File: src/rtl/wrport_arbiter.sv
`default_nettype none
// ============================================================================
//  Module   : wrport_arbiter
//  Purpose  : Shares one RAM write agent port between NB_REQ requesters.
//             Single-beat requests are served round-robin. A multi-beat
//             request locks the port to its owner until its last beat.
//             Accepted beats reach the RAM port one cycle later through
//             registers.
//  Revision : 1.0 - initial release
//
//  Optional feature (compile-time macro):
//    WRPORT_ARBITER_TIMEOUT_EN - a locked burst is cut off once it reaches
//    MAX_BURST beats. The port is then released and burst_abort pulses.
//
//  Ports
//    aclk        in   1                     clock, rising edge
//    aresetn     in   1                     synchronous active-low reset
//    req_valid   in   NB_REQ                per-requester beat valid
//    req_ready   out  NB_REQ                per-requester beat accept
//    req_last    in   NB_REQ                last beat of requester burst
//    req_addr    in   NB_REQ*ADDR_WIDTH     packed, requester i at [i*AW +: AW]
//    req_data    in   NB_REQ*DATA_WIDTH     packed, requester i at [i*DW +: DW]
//    wren        out  1                     RAM write enable
//    wraddr      out  ADDR_WIDTH            RAM write address
//    wrdata      out  DATA_WIDTH            RAM write data
//    grant_id    out  clog2(NB_REQ)         requester of the beat on wren
//    locked      out  1                     port locked to a burst owner
//    burst_abort out  1                     one-cycle pulse on forced release
// ============================================================================
module wrport_arbiter #(
    parameter int ADDR_WIDTH = 8,
    parameter int DATA_WIDTH = 8,
    parameter int NB_REQ     = 4,
    parameter int MAX_BURST  = 16
) (
    input  logic                           aclk,
    input  logic                           aresetn,
    input  logic [NB_REQ-1:0]              req_valid,
    output logic [NB_REQ-1:0]              req_ready,
    input  logic [NB_REQ-1:0]              req_last,
    input  logic [NB_REQ*ADDR_WIDTH-1:0]   req_addr,
    input  logic [NB_REQ*DATA_WIDTH-1:0]   req_data,
    output logic                           wren,
    output logic [ADDR_WIDTH-1:0]          wraddr,
    output logic [DATA_WIDTH-1:0]          wrdata,
    output logic [$clog2(NB_REQ)-1:0]      grant_id,
    output logic                           locked,
    output logic                           burst_abort
);

    localparam int IDW = $clog2(NB_REQ);
    localparam int BCW = $clog2(MAX_BURST + 1);

    localparam logic [0:0] S_IDLE   = 1'b0;
    localparam logic [0:0] S_LOCKED = 1'b1;

    // ------------------------------------------------------------------
    // State
    // ------------------------------------------------------------------
    logic [0:0]            state_q,  state_d;
    logic [IDW-1:0]        owner_q,  owner_d;
    logic [IDW-1:0]        prio_q,   prio_d;
    logic [BCW-1:0]        beat_q,   beat_d;
    logic                  wren_q,   wren_d;
    logic [ADDR_WIDTH-1:0] wraddr_q, wraddr_d;
    logic [DATA_WIDTH-1:0] wrdata_q, wrdata_d;
    logic [IDW-1:0]        grant_q,  grant_d;
    logic                  abort_q,  abort_d;

    // ------------------------------------------------------------------
    // Unpack the requester buses
    // ------------------------------------------------------------------
    logic [ADDR_WIDTH-1:0] w_addr_arr [NB_REQ];
    logic [DATA_WIDTH-1:0] w_data_arr [NB_REQ];

    for (genvar gi = 0; gi < NB_REQ; gi++) begin : g_unpack
        assign w_addr_arr[gi] = req_addr[gi*ADDR_WIDTH +: ADDR_WIDTH];
        assign w_data_arr[gi] = req_data[gi*DATA_WIDTH +: DATA_WIDTH];
    end

    // Round-robin successor of a requester index, wrapping at NB_REQ.
    function automatic logic [IDW-1:0] f_next(input logic [IDW-1:0] idx);
        if ({1'b0, idx} == (IDW+1)'(NB_REQ - 1))
            return '0;
        else
            return idx + IDW'(1);
    endfunction

    // ------------------------------------------------------------------
    // Round-robin pick for IDLE. The scan runs from the farthest
    // candidate back to prio, so the last hit is the first requester
    // in round-robin order.
    // ------------------------------------------------------------------
    logic           w_rr_any;
    logic [IDW-1:0] w_rr_sel;
    logic [IDW:0]   w_sum;

    always_comb begin
        w_rr_any = 1'b0;
        w_rr_sel = '0;
        w_sum    = '0;
        for (int k = NB_REQ - 1; k >= 0; k--) begin
            w_sum = {1'b0, prio_q} + (IDW+1)'(k);
            if (w_sum >= (IDW+1)'(NB_REQ))
                w_sum = w_sum - (IDW+1)'(NB_REQ);
            if (req_valid[w_sum[IDW-1:0]]) begin
                w_rr_any = 1'b1;
                w_rr_sel = w_sum[IDW-1:0];
            end
        end
    end

    // ------------------------------------------------------------------
    // Ready / accept. At most one ready bit is set, so the accepted
    // requester is always w_acc_idx.
    // ------------------------------------------------------------------
    logic [IDW-1:0]    w_acc_idx;
    logic [NB_REQ-1:0] w_ready;
    logic              w_accept;
    logic              w_acc_last;

    assign w_acc_idx = (state_q == S_LOCKED) ? owner_q : w_rr_sel;

    always_comb begin
        w_ready = '0;
        if (aresetn) begin
            if (state_q == S_LOCKED || w_rr_any)
                w_ready = {{(NB_REQ-1){1'b0}}, 1'b1} << w_acc_idx;
        end
    end

    assign w_accept   = |(req_valid & w_ready);
    assign w_acc_last = req_last[w_acc_idx];

    // ------------------------------------------------------------------
    // Next-state logic
    // ------------------------------------------------------------------
    always_comb begin
        state_d  = state_q;
        owner_d  = owner_q;
        prio_d   = prio_q;
        beat_d   = beat_q;
        abort_d  = 1'b0;
        wren_d   = w_accept;
        wraddr_d = wraddr_q;
        wrdata_d = wrdata_q;
        grant_d  = grant_q;

        if (w_accept) begin
            wraddr_d = w_addr_arr[w_acc_idx];
            wrdata_d = w_data_arr[w_acc_idx];
            grant_d  = w_acc_idx;
        end

        case (state_q)
            S_IDLE: begin
                if (w_accept) begin
                    if (w_acc_last) begin
                        prio_d = f_next(w_rr_sel);
                    end else begin
                        state_d = S_LOCKED;
                        owner_d = w_rr_sel;
                        beat_d  = BCW'(1);
                    end
                end
            end
            S_LOCKED: begin
                if (w_accept) begin
                    if (w_acc_last) begin
                        state_d = S_IDLE;
                        prio_d  = f_next(owner_q);
                        beat_d  = '0;
                    end else begin
`ifdef WRPORT_ARBITER_TIMEOUT_EN
                        if (beat_q + BCW'(1) == BCW'(MAX_BURST)) begin
                            state_d = S_IDLE;
                            prio_d  = f_next(owner_q);
                            beat_d  = '0;
                            abort_d = 1'b1;
                        end else begin
                            beat_d = beat_q + BCW'(1);
                        end
`else
                        // Bursts are unlimited; the count only saturates.
                        if (beat_q != BCW'(MAX_BURST))
                            beat_d = beat_q + BCW'(1);
`endif
                    end
                end
            end
            default: begin
                state_d = S_IDLE;
            end
        endcase
    end

    // ------------------------------------------------------------------
    // Registers
    // ------------------------------------------------------------------
    always_ff @(posedge aclk) begin
        if (!aresetn) begin
            state_q  <= S_IDLE;
            owner_q  <= '0;
            prio_q   <= '0;
            beat_q   <= '0;
            wren_q   <= 1'b0;
            wraddr_q <= '0;
            wrdata_q <= '0;
            grant_q  <= '0;
            abort_q  <= 1'b0;
        end else begin
            state_q  <= state_d;
            owner_q  <= owner_d;
            prio_q   <= prio_d;
            beat_q   <= beat_d;
            wren_q   <= wren_d;
            wraddr_q <= wraddr_d;
            wrdata_q <= wrdata_d;
            grant_q  <= grant_d;
            abort_q  <= abort_d;
        end
    end

    assign req_ready   = w_ready;
    assign wren        = wren_q;
    assign wraddr      = wraddr_q;
    assign wrdata      = wrdata_q;
    assign grant_id    = grant_q;
    assign locked      = (state_q == S_LOCKED);
    assign burst_abort = abort_q;

endmodule
`default_nettype wire

File: config.mk
export PLATFORM = sky130hd
export DESIGN_NAME = wrport_arbiter
export DESIGN_NICKNAME = d
export VERILOG_FILES = /design/src/rtl/wrport_arbiter.sv
export SDC_FILE = /design/constraint.sdc
export NUM_CORES = 1
export LEC_CHECK = 0
export ABC_AREA = 0
export CAP_MARGIN = 20
export CORE_ASPECT_RATIO = 0.7
export CORE_MARGIN = 10
export CORE_UTILIZATION = 24
export CTS_CLUSTER_SIZE = 14
export DETAILED_ROUTE_END_ITERATION = 10
export PLACE_DENSITY_LB_ADDON = 0.25
export SYNTH_ARGS = -nofsm -noshare
export SYNTH_HDL_FRONTEND = slang
export SYNTH_SLANG_ARGS = --single-unit
File: constraint.sdc
create_clock -name aclk -period 4.3 [get_ports aclk]
set_clock_uncertainty 0.2 [all_clocks]
set_input_delay 1.29 -clock aclk [delete_from_list [all_inputs] [get_ports aclk]]
set_output_delay 1.29 -clock aclk [all_outputs]
set_load 0.1 [all_outputs]
# Word-level counts from Yosys, hierarchy flattened
# Index checks and enable logic that the tools add are counted.
# W data, S select, Z words.
# totals
ff_bits,24
out_inout_bits,25
word_cells,83
# op_classes
n_eq_ne,6
n_lt_le_gt_ge,10
muxes,42
shifts,1
bitwise_logic,4
n_reduce_logical,4
addsub,9
# ops
operator,count
$bmux W8 S2,2
$mux W8,4
$mux W2,15
$lt A2 B3 Y1 const B,5
$ge A3 B3 Y1 const B,4
$mux W1,12
$bmux W1 S2,5
$mux W4,2
$sub A2 B1 Y2 const B,4
$add A2 B2 Y3 const B,2
$add A2 B1 Y2 const B,2
$and A4 B4 Y4,1
$eq A2 B2 Y1 const B,2
$ne A2 B1 Y1 const B,2
$ne A2 B2 Y1 const B,2
$pmux W2 S2,1
$reduce_and A4 Y1,1
$reduce_or A4 Y1,1
$shl A1 B2 Y4 const A,1
$add A2 B1 Y3 const B,1
$ge A2 B3 Y1 const B,1
$not A2 Y3,1
$reduce_and A3 Y1,1
$not A1 Y1,2
2 further kinds,2

# Logic depth before layout (Yosys ltp)
# Gate-level depths: netlist of the first run.
# depth
depth_word,17
ltp_mapped,9
mapped_depth_nobuf,6

# Worst setup path before layout of the first run
# Ideal clock, no wire load.
# synth_path
path_type,input port to output port
startpoint,in req_valid[0]
endpoint,out req_ready[2]
path_buffers,2
path_slack_ns,-1.484
t_arrival_ns,4.294
path_stages,6
path_cell_list,nor2b_1 o21ai_1 nand3_1 buf_6 buf_2 nor3_1
# synth_between
elab_chain_cells,10
# synth_rtl
element,line,text
start: declaration,38,"input logic [NB_REQ-1:0] req_valid,"
$bmux W1 S2,106,if (req_valid[w_sum[IDW-1:0]]) begin
$mux W1 (not written as such),106,
$mux W2 (4 in series),106,
$mux W2,122,assign w_acc_idx = (state_q == S_LOCKED) ? owner_q : w_rr_sel;
$shl A1 B2 Y4,128,"w_ready = {{(NB_REQ-1){1'b0}}, 1'b1} << w_acc_idx;"
$mux W4 (*),127,if (state_q == S_LOCKED || w_rr_any)
$mux W4 (*),126,if (aresetn) begin
end: declaration,39,"output logic [NB_REQ-1:0] req_ready,"
# Mark *: on every way between the ends. The rest lies on a longest branch, timed or not. The select of a mux whose other input is x is not followed.

# Worst setup path after layout of the first run
# layout_path
startpoint,in req_valid[3]
endpoint,out req_ready[3]
# Same word-level chain as after synthesis.

==> results of run 1 <==
[how the worst max path moves through the flow]
stage | cells past startpoint | slack, ns | from | to
global placement | 6 | -0.20 | req_valid[2] | req_ready[1]
finish | 6 | 0.08 | req_valid[3] | req_ready[3]
floorplan | 6 | -0.11 | req_valid[2] | req_ready[2]
detailed placement | 6 | -0.24 | req_valid[1] | req_ready[1]
global route | 6 | 0.02 | req_valid[3] | req_ready[3]
CTS | 6 | 0.04 | req_valid[3] | req_ready[1]
[placed cells by master (no fill, tap or decap), drive strengths merged, types with 3 or more instances in the layout]
cell / Yosys / routed
mux2i: 21 / 21
dfxtp: 24 / 24
nor2b: 4 / 4
nand2b: 3 / 3
clkbuf: 7 / 3
dlygate4sd2: 0 / 4
nand2: 11 / 11
buf: 14 / 35
nor2: 7 / 7
o21ai: 7 / 7
o21a: 19 / 19
and3: 16 / 16
nor3: 5 / 5
and4: 18 / 18
clkdlybuf4s50: 0 / 88
a211oi: 19 / 19
a221oi: 16 / 16
[repair_timing]
| item | 4_1_cts | 5_1_grt |
|---|---|---|
| setup endpoints to repair | 4 | 4 |
| setup buffers | 1 | 1 |
| pin swaps | 2 | 1 |
| gates resized for setup | 11 | 0 |
[state kept, by name, summed over array words and instances (netlist names), named ones only]
register and cells:
wraddr 8, wrdata 8, grant_id 2, owner_q 2
prio_q 2, wren 1
[per-layer routing]
metal  up-vias  share of wire  routed length, microns  GRT usage
li1       1074              -                       -          -
met1      1002           0.48                    3870      0.181
met2        50           0.45                    3650      0.186
met3         7          0.062                     504     0.0283
met4         0          0.013                     104     0.0302
met5         -              0                       0          0
[report_power, final]
| part | total (mW) | switching [mW] | internal (mW) | leakage (nW) |
|---|---|---|---|---|
| combinational | 0.868 | 0.548 | 0.320 | 1.16 |
| sequential | 0.290 | 0.0303 | 0.260 | 0.196 |
| clock | 0.267 | 0.0818 | 0.185 | 0.0511 |
| total | 1.42 | 0.660 | 0.765 | 1.41 |
[area by class of cell]
class / instances / area share
inverter: 1 / 0.00111
sequential: 24 / 0.142
tap: 101 / 0.0374
multi-input combinational: 168 / 0.425
clock buffer: 3 / 0.0222
clock inverter: 1 / 0.00888
timing repair buffer: 127 / 0.363
[logic make-up after synthesis]
logic type / after synthesis
other: 1
and+or+nand+nor: 73
buffers and inverters: 22
muxes: 21
AOI/OAI and AO/OA: 71
xor gates and xnor gates: 1
DFF: 24
adders and majority gates: 1
[critical path, cell delays in order]
cell	delay, ns
dlygate4sd2_1	0.29
or4_1	0.54
o21ai_2	0.19
buf_4	0.18
nor3_4	0.05
buf_12	0.18
==> impl_metrics.xml, run 1 <==
<?xml version="1.0" encoding="UTF-8"?>
<metrics>
  <group name="outcome">
    <metric name="run_status" unit="">finished, final reports clean</metric>
  </group>
  <group name="logic_synthesis">
    <metric name="post_synthesis_average_cell_area" unit="sq um">9.06</metric>
    <metric name="post_synth_most_frequent_cells" unit="">dfxtp_1, mux2i_1, o21a_1</metric>
    <metric name="number_of_synthesis_warnings" unit="">0</metric>
    <metric name="ys_seq_area_frac" unit="">0.248</metric>
    <metric name="yosysUniqueCellTypes" unit="">45</metric>
    <metric name="synth_edf_count" unit="">0</metric>
    <metric name="synth_fp_nets" unit="">289</metric>
    <metric name="synth_seq_cells" unit="">24</metric>
    <metric name="synthesis.area" unit="sq mm">0.00194</metric>
    <metric name="xor_xnor_cell_area_share_of_the_yosys_netlist" unit="">0.00452</metric>
    <metric name="synthSimpleGateAreaFrac" unit="">0.249</metric>
    <metric name="synth-adder-area-share" unit="">0.00645</metric>
    <metric name="cells_taking_the_most_area_after_synthesis" unit="">dfxtp_1, mux2i_1, o21a_1, a221oi_1, and4_1</metric>
    <metric name="synth_most_common_cell" unit="">dfxtp_1</metric>
    <metric name="async_flop_share" unit="">0</metric>
    <metric name="yosys-mux-area-fraction" unit="">0.108</metric>
    <metric name="synth_top_family_by_area" unit="">compound AO/OA/AOI/OAI gates</metric>
    <metric name="yosys.area.top_type_share" unit="">0.248</metric>
    <metric name="synth_top_cell_by_area" unit="">dfxtp_1</metric>
    <metric name="fraction_of_the_mapped_netlist_area_in_compound_gates" unit="">0.312</metric>
    <metric name="syn-instance-count" unit="">214</metric>
    <metric name="dominantRegCellSynth" unit="">dfxtp_1</metric>
  </group>
  <group name="timing">
    <metric name="finalSetupViolations" unit="">0</metric>
    <metric name="timing.final.crit_period" unit="ns">4.22</metric>
    <metric name="finalCritPeriodShare" unit="">0.982</metric>
    <metric name="unrepaired_setup_endpoints_after_global_routing" unit="">false</metric>
    <metric name="setup_total_negative_slack" unit="ns">0</metric>
    <metric name="finalHoldWorstSlack" unit="ns">0.297</metric>
    <metric name="max_freq" unit="GHz">0.237</metric>
    <metric name="final.setup.worst_slack" unit="ns">0.0777</metric>
    <metric name="tightest_slew" unit="ns">1.03</metric>
    <metric name="number_of_slew_limit_violations_in_the_final_report" unit="">0</metric>
    <metric name="timing.final.hold_violations" unit="">0</metric>
    <metric name="slew_headroom" unit="">0.310</metric>
  </group>
  <group name="place">
    <metric name="dpl-instance-area" unit="sq mm">0.00323</metric>
    <metric name="placer_s_final_routability_congestion_estimate" unit="">0.891</metric>
    <metric name="io_buffer_count" unit="">97</metric>
    <metric name="dp_hpwl" unit="microns">6510</metric>
    <metric name="detailedPlace.worstSlack" unit="ns">-0.243</metric>
    <metric name="dp.cells" unit="">419</metric>
  </group>
  <group name="setup_path">
    <metric name="worst_ep_arrival_time" unit="ns">2.73</metric>
    <metric name="critPathMaxFanout" unit="">5</metric>
    <metric name="endpoint_kind" unit="">output pin</metric>
    <metric name="timing.setup.critical_path_class" unit="">in -&gt; out</metric>
    <metric name="ff2ff_setup_slack" unit="ns">1.23</metric>
    <metric name="worstPathRequired" unit="ns">2.81</metric>
    <metric name="rr_endpoint" unit="">wraddr[3]$_SDFFE_PN0P_</metric>
    <metric name="rr_worst_depth" unit="">7</metric>
    <metric name="timing.critical_path.from_type" unit="">primary input</metric>
  </group>
  <group name="finish">
    <metric name="fill_cells" unit="">790</metric>
    <metric name="diodes" unit="">0</metric>
    <metric name="layout.area.seq" unit="sq um">480</metric>
    <metric name="design.final.nets" unit="">400</metric>
    <metric name="finish.instance_area" unit="sq mm">0.00338</metric>
    <metric name="final-instance-count-excl-fill" unit="">425</metric>
    <metric name="area_delta_synth_final" unit="%">74.5</metric>
    <metric name="multi_input_comb_area" unit="sq mm">0.00144</metric>
    <metric name="final_core_utilization" unit="">0.430</metric>
    <metric name="fraction_of_layout_cells_with_a_size_suffix_above_1" unit="">0.210</metric>
  </group>
  <group name="global_route">
    <metric name="global_route.overflow_total" unit="">0</metric>
    <metric name="grt_first_pass_wirelength" unit="microns">12400</metric>
    <metric name="initial_antenna_violation_count" unit="">0</metric>
    <metric name="grt_start_max_net_pins" unit="">35</metric>
    <metric name="gr-usage-all-layers" unit="">0.126</metric>
    <metric name="via_count_of_the_first_global_routing_pass" unit="">2108</metric>
  </group>
  <group name="detailed_routing">
    <metric name="via_count" unit="">2133</metric>
    <metric name="dr.pass1.iters" unit="">4</metric>
    <metric name="vias_per_cell" unit="">5.02</metric>
    <metric name="drcViolationCount" unit="">0</metric>
    <metric name="postRouteWirelength" unit="microns">8130</metric>
    <metric name="drtIter0Drc" unit="">168</metric>
    <metric name="route.antenna.remaining_nets" unit="">0</metric>
    <metric name="drt-wirelength-per-cell" unit="microns">19.1</metric>
  </group>
  <group name="run">
    <metric name="drv.max_cap_violation_count" unit="">0</metric>
  </group>
  <group name="power_and_ir_drop">
    <metric name="power-per-cell-area" unit="mW/mm^2">421</metric>
    <metric name="ir_drop" unit="mV">0.207</metric>
    <metric name="power.leakage" unit="nW">1.41</metric>
    <metric name="post-layout-total-power" unit="mW">1.42</metric>
  </group>
  <group name="clock_tree">
    <metric name="cts.sinks" unit="">24</metric>
    <metric name="ctsRootBufferMaster" unit="">clkbuf_16</metric>
    <metric name="worst_skew_pair.late_latency" unit="ns">0.26</metric>
    <metric name="tritoncts" unit="">yes</metric>
    <metric name="path_clk_slew" unit="ns">0.06</metric>
    <metric name="htreeDepth" unit="">1</metric>
    <metric name="post_cts_hold_buffer_count" unit="">0</metric>
    <metric name="max-clock-path-buffers" unit="">2</metric>
    <metric name="cts_inserted_buffers" unit="">3</metric>
  </group>
  <group name="floorplanning">
    <metric name="fp.dieH" unit="microns">95.2</metric>
    <metric name="core.rowCount" unit="">27</metric>
    <metric name="core" unit="sq mm">0.00787</metric>
    <metric name="dieWidth" unit="microns">127</metric>
    <metric name="die_area" unit="sq mm">0.0121</metric>
    <metric name="top_level_pins" unit="">99</metric>
    <metric name="start_util" unit="">0.246</metric>
  </group>
  <group name="hold_path">
    <metric name="holdCritStartpoint" unit="">owner_q[1]$_SDFFE_PN0P_</metric>
    <metric name="hold-path-cell-count" unit="">2</metric>
    <metric name="min_delay_worst_endpoint" unit="">owner_q[1]$_SDFFE_PN0P_</metric>
    <metric name="min_path_type" unit="">reg -&gt; reg</metric>
  </group>
</metrics>
(Power assumes the default switching activity.)
==> inputs of run 2 (changes only) <==
Settings changed: CORE_MARGIN 10 to 8, CORE_UTILIZATION 24 to 35.
==> run 2 against run 1 <==
Effect of this change: register-to-register slack better by 0.20 ns; routed wire length decreased by 8.5%; cell count decreased by 6.6%; die area fell by 32%; largest cell class unchanged; clock-buffer cell count did not move; sequential power about the same; flip-flop and latch count is the same; first-iteration DRC count down 3.6%; worst hold slack got worse by 0.011 ns; power shrank 4.5%; utilization up 21 points.
==> impl_metrics.xml, run 2 (same netlist as run 1, synthesis figures left out) <==
<?xml version="1.0" encoding="UTF-8"?>
<metrics>
  <group name="timing">
    <metric name="final.setup.worst_slack" unit="ns">0.0676</metric>
    <metric name="slew_headroom" unit="">0.310</metric>
    <metric name="finalHoldWorstSlack" unit="ns">0.286</metric>
    <metric name="timing.final.crit_period" unit="ns">4.23</metric>
    <metric name="finalCritPeriodShare" unit="">0.984</metric>
    <metric name="finalSetupViolations" unit="">0</metric>
    <metric name="number_of_slew_limit_violations_in_the_final_report" unit="">0</metric>
    <metric name="max_freq" unit="GHz">0.236</metric>
    <metric name="timing.final.hold_violations" unit="">0</metric>
    <metric name="tightest_slew" unit="ns">1.03</metric>
  </group>
  <group name="floorplanning">
    <metric name="start_util" unit="">0.367</metric>
    <metric name="core" unit="sq mm">0.00529</metric>
    <metric name="top_level_pins" unit="">99</metric>
    <metric name="die_area" unit="sq mm">0.00822</metric>
    <metric name="fp.dieH" unit="microns">78.3</metric>
    <metric name="core.rowCount" unit="">22</metric>
    <metric name="dieWidth" unit="microns">105</metric>
  </group>
  <group name="clock_tree">
    <metric name="max-clock-path-buffers" unit="">2</metric>
    <metric name="path_clk_slew" unit="ns">0.09</metric>
    <metric name="cts.sinks" unit="">24</metric>
    <metric name="ctsRootBufferMaster" unit="">clkbuf_8</metric>
    <metric name="worst_skew_pair.late_latency" unit="ns">0.26</metric>
    <metric name="post_cts_hold_buffer_count" unit="">0</metric>
    <metric name="tritoncts" unit="">yes</metric>
    <metric name="cts_inserted_buffers" unit="">3</metric>
    <metric name="htreeDepth" unit="">1</metric>
  </group>
  <group name="setup_path">
    <metric name="endpoint_kind" unit="">output pin</metric>
    <metric name="rr_worst_depth" unit="">6</metric>
    <metric name="timing.setup.critical_path_class" unit="">in -&gt; out</metric>
    <metric name="worst_ep_arrival_time" unit="ns">2.74</metric>
    <metric name="timing.critical_path.from_type" unit="">primary input</metric>
    <metric name="critPathMaxFanout" unit="">5</metric>
    <metric name="rr_endpoint" unit="">prio_q[0]$_SDFFE_PN0P_</metric>
    <metric name="worstPathRequired" unit="ns">2.81</metric>
    <metric name="ff2ff_setup_slack" unit="ns">1.43</metric>
  </group>
  <group name="detailed_routing">
    <metric name="route.antenna.remaining_nets" unit="">0</metric>
    <metric name="drt-wirelength-per-cell" unit="microns">18.7</metric>
    <metric name="via_count" unit="">2181</metric>
    <metric name="drtIter0Drc" unit="">162</metric>
    <metric name="drcViolationCount" unit="">0</metric>
    <metric name="postRouteWirelength" unit="microns">7440</metric>
    <metric name="dr.pass1.iters" unit="">4</metric>
    <metric name="vias_per_cell" unit="">5.49</metric>
  </group>
  <group name="finish">
    <metric name="design.final.nets" unit="">401</metric>
    <metric name="final-instance-count-excl-fill" unit="">397</metric>
    <metric name="fraction_of_layout_cells_with_a_size_suffix_above_1" unit="">0.218</metric>
    <metric name="diodes" unit="">0</metric>
    <metric name="final_common_cell" unit="">clkdlybuf4s50_1</metric>
    <metric name="mostFrequentLayoutCells" unit="">clkdlybuf4s50_1, buf_4, dfxtp_1, mux2i_1, o21a_1</metric>
    <metric name="fill_cells" unit="">451</metric>
    <metric name="area_delta_synth_final" unit="%">74.3</metric>
  </group>
  <group name="global_route">
    <metric name="via_count_of_the_first_global_routing_pass" unit="">2236</metric>
    <metric name="initial_antenna_violation_count" unit="">0</metric>
    <metric name="gr-usage-all-layers" unit="">0.172</metric>
    <metric name="grt_start_max_net_pins" unit="">36</metric>
    <metric name="global_route.overflow_total" unit="">0</metric>
    <metric name="grt_first_pass_wirelength" unit="microns">11800</metric>
  </group>
  <group name="hold_path">
    <metric name="holdCritStartpoint" unit="">owner_q[1]$_SDFFE_PN0P_</metric>
    <metric name="hold-path-cell-count" unit="">2</metric>
    <metric name="min_delay_worst_endpoint" unit="">owner_q[1]$_SDFFE_PN0P_</metric>
    <metric name="min_path_type" unit="">reg -&gt; reg</metric>
  </group>
  <group name="power_and_ir_drop">
    <metric name="power.leakage" unit="nW">1.42</metric>
    <metric name="power-per-cell-area" unit="mW/mm^2">403</metric>
    <metric name="ir_drop" unit="mV">0.231</metric>
  </group>
  <group name="place">
    <metric name="detailedPlace.worstSlack" unit="ns">-0.275</metric>
    <metric name="placer_s_final_routability_congestion_estimate" unit="">0.915</metric>
    <metric name="dp_hpwl" unit="microns">5790</metric>
    <metric name="dp.cells" unit="">389</metric>
    <metric name="io_buffer_count" unit="">97</metric>
  </group>
  <group name="run">
    <metric name="drv.max_cap_violation_count" unit="">0</metric>
  </group>
  <group name="outcome">
    <metric name="run_status" unit="">finished, final reports clean</metric>
  </group>
</metrics>
[run 2: changes by cell type in the layout (fill, tap and decap cells not counted), sizes merged]
cell / before / now
buf: 35 / 36
clkdlybuf4s15: 0 / 1
dlygate4sd2: 4 / 3
[run 2: how the worst max path moves through the flow]
| stage | from | endpoint | slack [ns] | cells past startpoint |
|---|---|---|---|---|
| 4_1_cts | req_valid[2] | req_ready[1] | 0.02 | 7 |
| 6_report | req_valid[1] | req_ready[2] | 0.07 | 7 |
| 3_5_place_dp | req_valid[0] | req_ready[1] | -0.28 | 6 |
| 3_3_place_gp | req_valid[0] | req_ready[1] | -0.19 | 6 |
| 5_1_grt | req_valid[1] | req_ready[2] | -0.001 | 7 |
| 2_1_floorplan | req_valid[2] | req_ready[2] | -0.11 | 6 |
[run 2: final cells by class]
| class | count | area [sq um] | share of cell area |
|---|---|---|---|
| Clock buffer | 3 | 41.3 | 0.0122 |
| Clock inverter | 1 | 30.0 | 0.00889 |
| Inverter | 1 | 3.75 | 0.00111 |
| Multi-Input combinational cell | 168 | 1470 | 0.434 |
| Sequential cell | 24 | 480 | 0.142 |
| Tap cell | 72 | 90.1 | 0.0267 |
| Timing Repair Buffer | 128 | 1270 | 0.375 |
[run 2: worst max-delay path: stages]
cell and delay, ns:
dlygate4sd2_1 0.31, buf_4 0.19, o21ai_2 0.18, nand3_2 0.15, buf_4 0.20, nor3_4 0.22, buf_12 0.20
[run 2: metal layers]
layer / global-route usage / vias to the layer above / part of all wire / routed length, microns
li1: - / 1080 / - / -
met1: 0.240 / 1015 / 0.47 / 3500
met4: 0.0298 / 0 / 0.012 / 91
met2: 0.267 / 78 / 0.45 / 3380
met3: 0.0408 / 8 / 0.064 / 478
met5: 0 / - / 0 / 0
[run 2: power breakdown]
part / switching [mW] / internal, mW / leakage [nW]
Clock: 0.0730 / 0.124 / 0.0357
Combinational: 0.544 / 0.328 / 1.19
Sequential: 0.0315 / 0.260 / 0.196
Total: 0.649 / 0.711 / 1.42
[run 2: metrics by stage]
stage          cell area [sq um]  utilization   TNS, ns  power, mW
3_5_place_dp                3210        0.607    -0.970       1.14
3_3_place_gp                3210        0.607    -0.670       1.14
2_1_floorplan               2020            -    -0.405      0.893
4_1_cts                     3330        0.630         0       1.35
5_1_grt                     3380        0.639  -0.00133       1.43
6_report                    3380        0.639         0       1.36
[run 2: what timing repair did]
action / 4_1_cts / 5_1_grt
pin swaps: 3 / 3
hold endpoints to repair: 0 / 0
endpoints found under the setup margin: 4 / 4
buffers inserted: 2 / 2
resized for setup: 12 / 6
